--- config.mk ---
export PLATFORM = sky130hd
export DESIGN_NAME = sobel_line_packer_flat
export DESIGN_NICKNAME = d
export VERILOG_FILES = /design/src/rtl/sobel_line_packer_if.sv /design/src/rtl/sobel_line_packer.sv /design/src/flat_wrapper.sv
export SDC_FILE = /design/constraint.sdc
export NUM_CORES = 2
export LEC_CHECK = 0
export BUFFER_PORTS_ARGS = -buffer_cell sky130_fd_sc_hd__buf_2
export CAP_MARGIN = 15
export CORE_MARGIN = 3
export CORE_UTILIZATION = 30
export CTS_BUF_LIST = sky130_fd_sc_hd__clkbuf_4 sky130_fd_sc_hd__clkbuf_8 sky130_fd_sc_hd__clkbuf_16
export DETAILED_ROUTE_END_ITERATION = 8
export PLACE_DENSITY = 0.47
export SLEW_MARGIN = 20
export SYNTH_ARGS = -nofsm -noshare
export SYNTH_HDL_FRONTEND = slang
export SYNTH_SLANG_ARGS = --single-unit
--- constraint.sdc ---
create_clock -name clk -period 14.48 [get_ports clk]
set_input_delay 1.448 -clock clk [delete_from_list [all_inputs] [get_ports clk]]
set_output_delay 1.448 -clock clk [all_outputs]
set_load 0.005 [all_outputs]
--- src/rtl/sobel_line_packer_if.sv ---
// Pixel-side edge stream and byte-wide packet stream of the Sobel line packer.
// The packer connects through "master"; the pixel source and packet sink use "slave".
interface sobel_line_packer_if;
    logic        sobel;
    logic        sobel_valid;
    logic        sobel_hsync;
    logic        sobel_vsync;
    logic [7:0]  pkt_data;
    logic        pkt_valid;
    logic        pkt_ready;
    logic        pkt_sop;
    logic        pkt_eop;
    logic        line_drop;
    logic [15:0] drop_count;

    modport master (
        input  sobel, sobel_valid, sobel_hsync, sobel_vsync, pkt_ready,
        output pkt_data, pkt_valid, pkt_sop, pkt_eop, line_drop, drop_count
    );

    modport slave (
        output sobel, sobel_valid, sobel_hsync, sobel_vsync, pkt_ready,
        input  pkt_data, pkt_valid, pkt_sop, pkt_eop, line_drop, drop_count
    );
endinterface

--- src/rtl/sobel_line_packer.sv ---
// Packs the 1-bit edge stream into bytes, buffers whole lines in two ping-pong banks
// and sends each line as a packet: 2-byte line number header, then IMAGE_WIDTH/8 bytes.
module sobel_line_packer #(
    parameter int IMAGE_WIDTH  = 1280,
    parameter int IMAGE_HEIGHT = 720
) (
    input logic clk,
    input logic rst_p,
    sobel_line_packer_if.master bus
);
    localparam int BYTES_PER_LINE = IMAGE_WIDTH / 8;
    localparam int IDX_W = (BYTES_PER_LINE > 1) ? $clog2(BYTES_PER_LINE) : 1;
    localparam logic [IDX_W-1:0] LAST_IDX = IDX_W'(BYTES_PER_LINE - 1);

    if (IMAGE_WIDTH % 8 != 0 || IMAGE_WIDTH < 8 || IMAGE_HEIGHT < 1) begin : g_bad_params
        $error("sobel_line_packer: IMAGE_WIDTH must be a positive multiple of 8");
    end

    typedef enum logic [1:0] {IDLE, HDR_HI, HDR_LO, DATA} rd_state_e;

    logic             vsync_q, hsync_q;
    logic [6:0]       shift;
    logic [2:0]       bit_cnt;
    logic [IDX_W-1:0] byte_idx;
    logic             drop_mode, wr_bank, rd_bank;
    logic [1:0]       full;
    logic [15:0]      line_num, drops;
    logic             drop_pulse;
    logic [15:0]      tag [2];
    logic [7:0]       mem [2][BYTES_PER_LINE];
    logic [7:0]       mem_q;

    logic             vsync_rise, abort, pixel, line_start, byte_done, line_done;
    logic             wr_en, full_set, full_clr, xfer;
    rd_state_e        state, state_next;
    logic [IDX_W-1:0] data_idx, idx_next;

    // Write side: an aborted line (frame start or early hsync fall) swallows that cycle's pixel.
    always_comb begin
        vsync_rise = bus.sobel_vsync & ~vsync_q;
        abort      = vsync_rise | (hsync_q & ~bus.sobel_hsync & ((bit_cnt != 3'd0) | (byte_idx != '0)));
        pixel      = bus.sobel_valid & ~abort;
        line_start = pixel & (bit_cnt == 3'd0) & (byte_idx == '0);
        byte_done  = pixel & (bit_cnt == 3'd7);
        line_done  = byte_done & (byte_idx == LAST_IDX);
        wr_en      = byte_done & ~drop_mode;
        full_set   = line_done & ~drop_mode;
    end

    always_ff @(posedge clk or posedge rst_p) begin
        if (rst_p) begin
            vsync_q    <= 1'b0;
            hsync_q    <= 1'b0;
            bit_cnt    <= 3'd0;
            byte_idx   <= '0;
            drop_mode  <= 1'b0;
            wr_bank    <= 1'b0;
            line_num   <= 16'd0;
            drop_pulse <= 1'b0;
            drops      <= 16'd0;
        end else begin
            vsync_q    <= bus.sobel_vsync;
            hsync_q    <= bus.sobel_hsync;
            drop_pulse <= 1'b0;
            if (abort) begin
                bit_cnt   <= 3'd0;
                byte_idx  <= '0;
                drop_mode <= 1'b0;
                if (vsync_rise) line_num <= 16'd0;
            end else if (pixel) begin
                bit_cnt <= bit_cnt + 3'd1;
                if (line_start) drop_mode <= full[wr_bank];
                if (line_done) begin
                    byte_idx <= '0;
                    line_num <= line_num + 16'd1;
                    if (drop_mode) begin
                        drop_pulse <= 1'b1;
                        if (drops != 16'hFFFF) drops <= drops + 16'd1;
                    end else begin
                        wr_bank <= ~wr_bank;
                    end
                end else if (byte_done) begin
                    byte_idx <= byte_idx + IDX_W'(1);
                end
            end
        end
    end

    // Line store: the read port is always fetching the byte the next cycle will present.
    always_ff @(posedge clk) begin
        if (pixel) shift <= {shift[5:0], bus.sobel};
        if (wr_en) mem[wr_bank][byte_idx] <= {shift, bus.sobel};
        if (full_set) tag[wr_bank] <= line_num;
        mem_q <= mem[rd_bank][idx_next];
    end

    // The writer only sets an empty bank and the reader only clears a full one, so both can act at once.
    always_ff @(posedge clk or posedge rst_p) begin
        if (rst_p) begin
            full <= 2'b00;
        end else begin
            for (int b = 0; b < 2; b++) begin
                if (full_set && wr_bank == 1'(b)) full[b] <= 1'b1;
                else if (full_clr && rd_bank == 1'(b)) full[b] <= 1'b0;
            end
        end
    end

    // Read FSM
    always_ff @(posedge clk or posedge rst_p) begin
        if (rst_p) begin
            state    <= IDLE;
            data_idx <= '0;
            rd_bank  <= 1'b0;
        end else begin
            state    <= state_next;
            data_idx <= idx_next;
            rd_bank  <= rd_bank ^ full_clr;
        end
    end

    always_comb begin
        xfer       = (state != IDLE) & bus.pkt_ready;
        state_next = state;
        idx_next   = data_idx;
        full_clr   = 1'b0;
        case (state)
            IDLE:   if (full[rd_bank]) state_next = HDR_HI;
            HDR_HI: if (xfer) state_next = HDR_LO;
            HDR_LO: if (xfer) state_next = DATA;
            DATA: begin
                if (xfer) begin
                    if (data_idx == LAST_IDX) begin
                        state_next = IDLE;
                        idx_next   = '0;
                        full_clr   = 1'b1;
                    end else begin
                        idx_next = data_idx + IDX_W'(1);
                    end
                end
            end
            default: state_next = IDLE;
        endcase
    end

    always_comb begin
        bus.pkt_data  = 8'h00;
        bus.pkt_valid = (state != IDLE);
        bus.pkt_sop   = (state == HDR_HI);
        bus.pkt_eop   = (state == DATA) && (data_idx == LAST_IDX);
        case (state)
            HDR_HI:  bus.pkt_data = tag[rd_bank][15:8];
            HDR_LO:  bus.pkt_data = tag[rd_bank][7:0];
            DATA:    bus.pkt_data = mem_q;
            default: bus.pkt_data = 8'h00;
        endcase
    end

    assign bus.line_drop  = drop_pulse;
    assign bus.drop_count = drops;
endmodule
--- src/flat_wrapper.sv ---
// flat-port wrapper written by rule: the top's interface ports become plain ports
module sobel_line_packer_flat 
#(
    parameter int IMAGE_WIDTH  = 1280,
    parameter int IMAGE_HEIGHT = 720
)
  (clk, rst_p, bus_sobel, bus_sobel_valid, bus_sobel_hsync, bus_sobel_vsync, bus_pkt_ready, bus_pkt_data, bus_pkt_valid, bus_pkt_sop, bus_pkt_eop, bus_line_drop, bus_drop_count);
  sobel_line_packer_if bus_i ();
  input logic clk;
  input logic rst_p;
  input wire logic [$bits(bus_i.sobel)-1:0] bus_sobel;
  input wire logic [$bits(bus_i.sobel_valid)-1:0] bus_sobel_valid;
  input wire logic [$bits(bus_i.sobel_hsync)-1:0] bus_sobel_hsync;
  input wire logic [$bits(bus_i.sobel_vsync)-1:0] bus_sobel_vsync;
  input wire logic [$bits(bus_i.pkt_ready)-1:0] bus_pkt_ready;
  output wire logic [$bits(bus_i.pkt_data)-1:0] bus_pkt_data;
  output wire logic [$bits(bus_i.pkt_valid)-1:0] bus_pkt_valid;
  output wire logic [$bits(bus_i.pkt_sop)-1:0] bus_pkt_sop;
  output wire logic [$bits(bus_i.pkt_eop)-1:0] bus_pkt_eop;
  output wire logic [$bits(bus_i.line_drop)-1:0] bus_line_drop;
  output wire logic [$bits(bus_i.drop_count)-1:0] bus_drop_count;
  assign bus_i.sobel = bus_sobel;
  assign bus_i.sobel_valid = bus_sobel_valid;
  assign bus_i.sobel_hsync = bus_sobel_hsync;
  assign bus_i.sobel_vsync = bus_sobel_vsync;
  assign bus_i.pkt_ready = bus_pkt_ready;
  assign bus_pkt_data = bus_i.pkt_data;
  assign bus_pkt_valid = bus_i.pkt_valid;
  assign bus_pkt_sop = bus_i.pkt_sop;
  assign bus_pkt_eop = bus_i.pkt_eop;
  assign bus_line_drop = bus_i.line_drop;
  assign bus_drop_count = bus_i.drop_count;
  sobel_line_packer #(.IMAGE_WIDTH(IMAGE_WIDTH), .IMAGE_HEIGHT(IMAGE_HEIGHT)) u_core (.clk(clk), .rst_p(rst_p), .bus(bus_i));
endmodule
# Word level (Yosys, flattened, before mapping)

Memories as Yosys holds them, arrays and structs flattened.
Cells that the tools add are included.
W data, S select, Z words.

Register bits: 76
Memory bits (writable): 2,592
Bits of input ports: 7
Output and inout port bits: 28
Word-level logic and storage cells: 134
Memories kept: 2

Memories:

| name       | depth | bits a word | read ports | clocked after Yosys merged registers in | write ports | RTL line                | text |
|---|---|---|---|---|---|---|---|
| u_core.mem | 2     | 1,280       | 1          | 0                                       | 1           | sobel_line_packer.sv:30 | `logic [7:0] mem [2][BYTES_PER_LINE];` |
| u_core.tag | 2     | 16          | 1          | 0                                       | 1           | sobel_line_packer.sv:29 | `logic [15:0] tag [2];` |

Add/sub/neg operators: 5
$lt $le $gt $ge: 5
Equal/unequal tests: 13
Multiplexer cells: 47
Bitwise operators: 22
Reduce and logical (&&, ||, !) cells: 24

Operators by type and width:

| kind                    | count |
|---|---|
| $mux W1280              | 1 |
| $mux W8                 | 10 |
| $bmux W8 S8             | 1 |
| $demux W8 S8            | 1 |
| $mux W16                | 4 |
| $add A16 B1 Y16 const B | 2 |
| $pmux W8 S3             | 1 |
| $mux W1                 | 21 |
| $ge A9 B9 Y1 const B    | 2 |
| $not A8 Y9              | 2 |
| $add A8 B1 Y8 const B   | 2 |
| $eq A8 B8 Y1 const B    | 2 |
| $ne A16 B16 Y1 const B  | 1 |
| $ne A2 B1 Y1 const B    | 6 |
| $reduce_bool A2 Y1      | 6 |
| $and A1 B1 Y1           | 11 |
| $mux W2                 | 5 |
| $reduce_and A5 Y1       | 2 |
| $lt A9 B1 Y1 const B    | 1 |
| $logic_not A8 Y1        | 1 |
| $pmux W2 S4             | 1 |
| $reduce_bool A8 Y1      | 1 |
| $logic_and A1 B1 Y1     | 6 |
| $mux W3                 | 2 |
| 14 further kinds        | 24 |

# Depth between registers and ports, before layout

Word-level depth: 11
Depth in mapped cells: 19
Mapped depth without buffers: 13

# Least setup slack after synthesis

Ideal clock, no wire load.

Kind: reg2reg
Start point: register u_core.shift[0]
End point: memory u_core.mem[0][1001] (netlist bit), data pin
Setup time: 974 ps
Arrival time: 3,972 ps
Required time: 13,506 ps
Slack: 9,534 ps
Stages on the path, launching flop included: 1
Path buffers: 0
Clock period less this slack: 4,946 ps
Path through: edfxtp_1

RTL lines:

| what                   | RTL line                | text |
|---|---|---|
| start, declared        | sobel_line_packer.sv:22 | `logic [6:0] shift;` |
| start signal, assigned | sobel_line_packer.sv:91 | `if (pixel) shift <= {shift[5:0], bus.sobel};` |
| end, declared          | sobel_line_packer.sv:30 |  |

No word-level cell before the write port.

# Worst setup path after layout

Start point: register u_core.state[0]
End point: register u_core.mem_q[1]

Cells in the longest elaborated chain, start to end: 8
Elaborated cells between the ends (all ways): 9
Those cells by class: eq/ne (1); mux (5); bitwise (2); reduce/logical (1)

RTL lines:

| what                                           | RTL line                 | text |
|---|---|---|
| start, declared                                | sobel_line_packer.sv:35  | `rd_state_e state, state_next;` |
| start signal, assigned                         | sobel_line_packer.sv:116 | `state <= state_next;` |
| $reduce_bool A2 Y1                             | sobel_line_packer.sv:123 | `xfer = (state != IDLE) & bus.pkt_ready;` |
| $and A1 B1 Y1                                  | sobel_line_packer.sv:123 |  |
| $mux W8                                        | sobel_line_packer.sv:132 | `if (xfer) begin` |
| $mux W8 (*)                                    | sobel_line_packer.sv:127 | `case (state)` |
| $not A8 Y9 (implied by the code) (*)           | sobel_line_packer.sv:94  | `mem_q <= mem[rd_bank][idx_next];` |
| $bmux W8 S8 (*)                                | sobel_line_packer.sv:94  |  |
| $mux W8 (implied by the code) (*) (2 in a row) | sobel_line_packer.sv:94  |  |
| end signal, assigned                           | sobel_line_packer.sv:94  |  |
| end, declared                                  | sobel_line_packer.sv:31  | `logic [7:0] mem_q;` |

Mark *: on every way between the ends. The rest lies on a longest branch, timed or not. The select of a mux whose other input is x is not followed.
A chain may end at the register's enable or synchronous reset.

==> summary.md <==
| Metric | Value |
|---|---|
| Outcome | completed |
| Site row count | 217 |
| Drt pass-1 iters | 6 |
| CP Max Fanout | around 120 |
| H-tree depth | 5 |
| Netlist cell types | 84 |
| Max frequency | roughly 0.13 GHz |
| CP arrival | between 8 and 9 ns |
| Crit end category | flip-flop |
| Clock Latency Late Sink | approximately 0.95 ns |
| Vias in the first global route | just over 60000 |
| Die ar. | 359400 um2 |
| Setup repair bufs after CTS | 0 |
| Post-synth EDFFs | between 2000 and 3000 |
| Worst rel slew slack | 0.1535 |
| Via density | approximately 5.4 |
| Routed WL | 368000 um |
| Share of layout cells above drive strength 1 | 0.1399 |
| Dpl hpwl | ~220000 um |
| Max-cap violation count | 0 |
| Max IR drop VDD | 175.4 uV |
| Post-place setup slack | about 6.5 ns |
| CTS buffer count | 298 |
| Tmin final | between 7 and 8 ns |
| CTS Root Cell | clkbuf_16 |
| Crit path launch type | flip-flop |
| Clk_skew | between 0.05 and 0.06 ns |
| I/O Buffers | 34 |
| Tcrit/Tclk final | 0.5350 |
| First-pass GRT wire length | a little over 500000 um |
| TNS Setup | 0 ns |
| Area Overhead vs Synth | 14.57% |
| Final Hold Viols | 0 |
| Post-CTS sizing | 0 |
| Post-CTS Hold Fix Bufs | 0 |
| Post-layout net count | 6906 |
| Largest net degree at the start of global routing | 185 |
| Asr flop ratio synth | 0.02286 |
| GP Congestion | roughly 0.85 |
| Die W | 599.5 um |
| Max clock buf depth | 4 |
| Setup Viol. Count Final | 0 |
| DRC viols | 0 |
| Top FF cell, synth | edfxtp_1 |
| Worst Setup Slack, final | ~6.7 ns |
| Routed Antenna Nets | 0 |
| Synth warnings | 0 |
| Min-delay worst type | in -> async |
| Wire per inst | about 31 um |
| Slew Limit Fails | 0 |
| I/O pin count | 35 |
| Mapped Area | about 110000 um2 |
| Syn Nets | 6847 |
| Sequential area share after synthesis | 0.7545 |
| Initial DRC Count | just over 8000 |
| Final hold slack | a little over 0.4 ns |
| Synthesized flop and latch total | 2668 |
| Die height | between 500 and 600 um |
| Core region area | approximately 350000 um2 |
| Total gr overflow | 0 |
| Tot GR Track Use | 0.1998 |
| DR vias | between 60000 and 70000 |
| Initial antenna violation count | 23 |
| Synth Area per Inst | between 15 and 20 um2 |
| WS Path Type | reg -> reg |
| Sink Count | roughly 2700 |
| CTS tree | yes |
| Pleak | between 30 and 40 nW |
| Crit path required time | 15.29 ns |
| Clk slew on worst S/H paths | around 0.060 ns |
| Worst-margin pin slew | about 1.3 ns |
| Synthesized instance count | between 6000 and 7000 |
| RSZ-0062 raised after global routing | false |
| Starting Density | 0.3020 |
| PD cells | 184.4 nW/um2 |
worst paths after layout:
path | from | end | slack, ns | depth (start not counted)
max reg2reg | u_core.state[0] | u_core.mem_q[1] | 6.73 | 15
min in group clk | u_core.shift[1] | u_core.shift[2] | 0.49 | 0
min | rst_p | u_core.bus.drop_count[7] | 0.41 | 2
max in group asynchronous | rst_p | u_core.rd_bank | 12.87 | 3
min reg2reg | u_core.shift[1] | u_core.shift[2] | 0.49 | 0
max | u_core.state[0] | u_core.mem_q[1] | 6.73 | 15
metal layers:
metal | vias up | track usage | share of wire
met2 | 2933 | 0.3129 | 0.46
met3 | 541 | 0.03965 | 0.084
li1 | 26470 | - | -
met4 | 4 | 0.06338 | 0.034
met5 | - | 0 | 0.000071
met1 | 33470 | 0.2788 | 0.42
Yosys cell counts, drive strengths merged, types with 8 or more instances:
cell type | instances | area (um2)
a2111oi | 15 | 131.4
a211oi | 45 | 350.3
a21oi | 290 | 1455
a221oi | 15 | 137.6
a222oi | 8 | 80.08
a22oi | 27 | 202.7
a311oi | 27 | 236.5
a31oi | 110 | 688.2
a32oi | 55 | 481.7
a41oi | 8 | 70.07
and2 | 9 | 56.31
and3 | 57 | 361.6
buf | 220 | 1189
clkbuf | 226 | 848.3
dfrtp | 61 | 1526
dfxtp | 8 | 160.2
edfxtp | 2599 | 78040
ha | 16 | 200.2
inv | 28 | 105.1
mux2 | 23 | 259.0
mux2i | 302 | 3023
mux4 | 212 | 4775
nand2 | 1214 | 4557
nand3 | 227 | 1136
nand4 | 63 | 394.1
nor2 | 419 | 1583
nor3 | 55 | 275.3
nor4 | 88 | 550.5
o2111ai | 10 | 87.58
o211ai | 19 | 142.6
o21ai | 79 | 395.4
o221ai | 8 | 70.07
o22ai | 115 | 719.4
o41ai | 13 | 113.9
or3 | 12 | 75.07
or4 | 11 | 82.58
xnor2 | 18 | 157.7
xor2 | 16 | 147.7
layout by cell type (no fill, tap or decap), types with 55 or more instances in the layout:
cell and instances:
nor3_1 55, clkbuf_16 299, a31oi_1 110, nand4_1 63, a21oi_1 288, mux2i_1 301, dfrtp_1 60, edfxtp_1 2599
nand2_1 1196, a32oi_1 55, buf_4 153, o22ai_1 115, clkinv_1 72, mux4_2 212, and3_1 55, nand3_1 227
clkbuf_4 59, nor4_1 84, o21ai_0 76, nor2_1 385
area by class of cell:
type | count | area [um2]
antenna | 8 | 20.02
clock buffer | 365 | 8021
clock inverter | 169 | 1613
fill | 33260 | 228900
inverter | 29 | 127.6
multi-input combinational | 3681 | 24120
sequential | 2668 | 79740
tap | 4599 | 5754
timing repair buffer | 205 | 1687
stage by stage:
step           area (um2)  total power [mW]  cells  utilization
2_1_floorplan      105700             12.30   6824            -
3_3_place_gp       111200             14.90  11180       0.3178
3_5_place_dp       111300             14.92  11180       0.3181
4_1_cts            121000             22.40  11710       0.3456
5_1_grt            121100             23.01  11720       0.3459
6_report           121100             22.33  11720       0.3460
cell families (layout without fill, tap and decap cells):
logic type / Yosys count / in the layout / share of synthesized area
flops: 2668 / 2668 / 0.7545
mux: 537 / 537 / 0.07624
other cells: 0 / 8 / 0
xor+xnor: 34 / 34 / 0.002889
buf+inv: 475 / 768 / 0.02030
compound gates: 900 / 900 / 0.05542
fa+ha+maj: 16 / 16 / 0.001894
simple gates: 2194 / 2194 / 0.08879
sequential cells by signal, summed over array words and instances, names as in the netlist, 2 cells and up:
| signal | cells |
|---|---|
| u_core.mem_q | 8 |
| u_core.bit_cnt | 3 |
| u_core.data_idx | 8 |
| u_core.tag | 32 |
| u_core.mem | 2560 |
| u_core.shift | 7 |
| u_core.line_num | 16 |
| u_core.state | 2 |
| u_core.bus.drop_count | 16 |
| u_core.full | 2 |
| u_core.byte_idx | 8 |
critical path, stage by stage, from the launching register on:
cell and delay [ns]:
dfrtp_1 0.41, inv_1 0.11, ha_1 0.76, and3b_1 0.55, nor2_2 0.55, nor2_4 0.09, buf_12 0.27, inv_8 0.56
buf_4 0.78, mux4_2 0.43, a22o_1 0.19, a221oi_1 0.73, o21ai_0 0.36, o21ai_0 1.04, o21ai_0 0.22, a32o_1 0.33
power by group:
part	total [mW]	leakage, nW	internal, mW	switching [mW]
sequential	8.68	24.3	8.60	0.0721
combinational	6.13	9.82	1.65	4.48
clock	7.52	4.79	4.29	3.23
total	22.3	38.9	14.5	7.78
No activity file was read; power rests on OpenSTA's default activity.
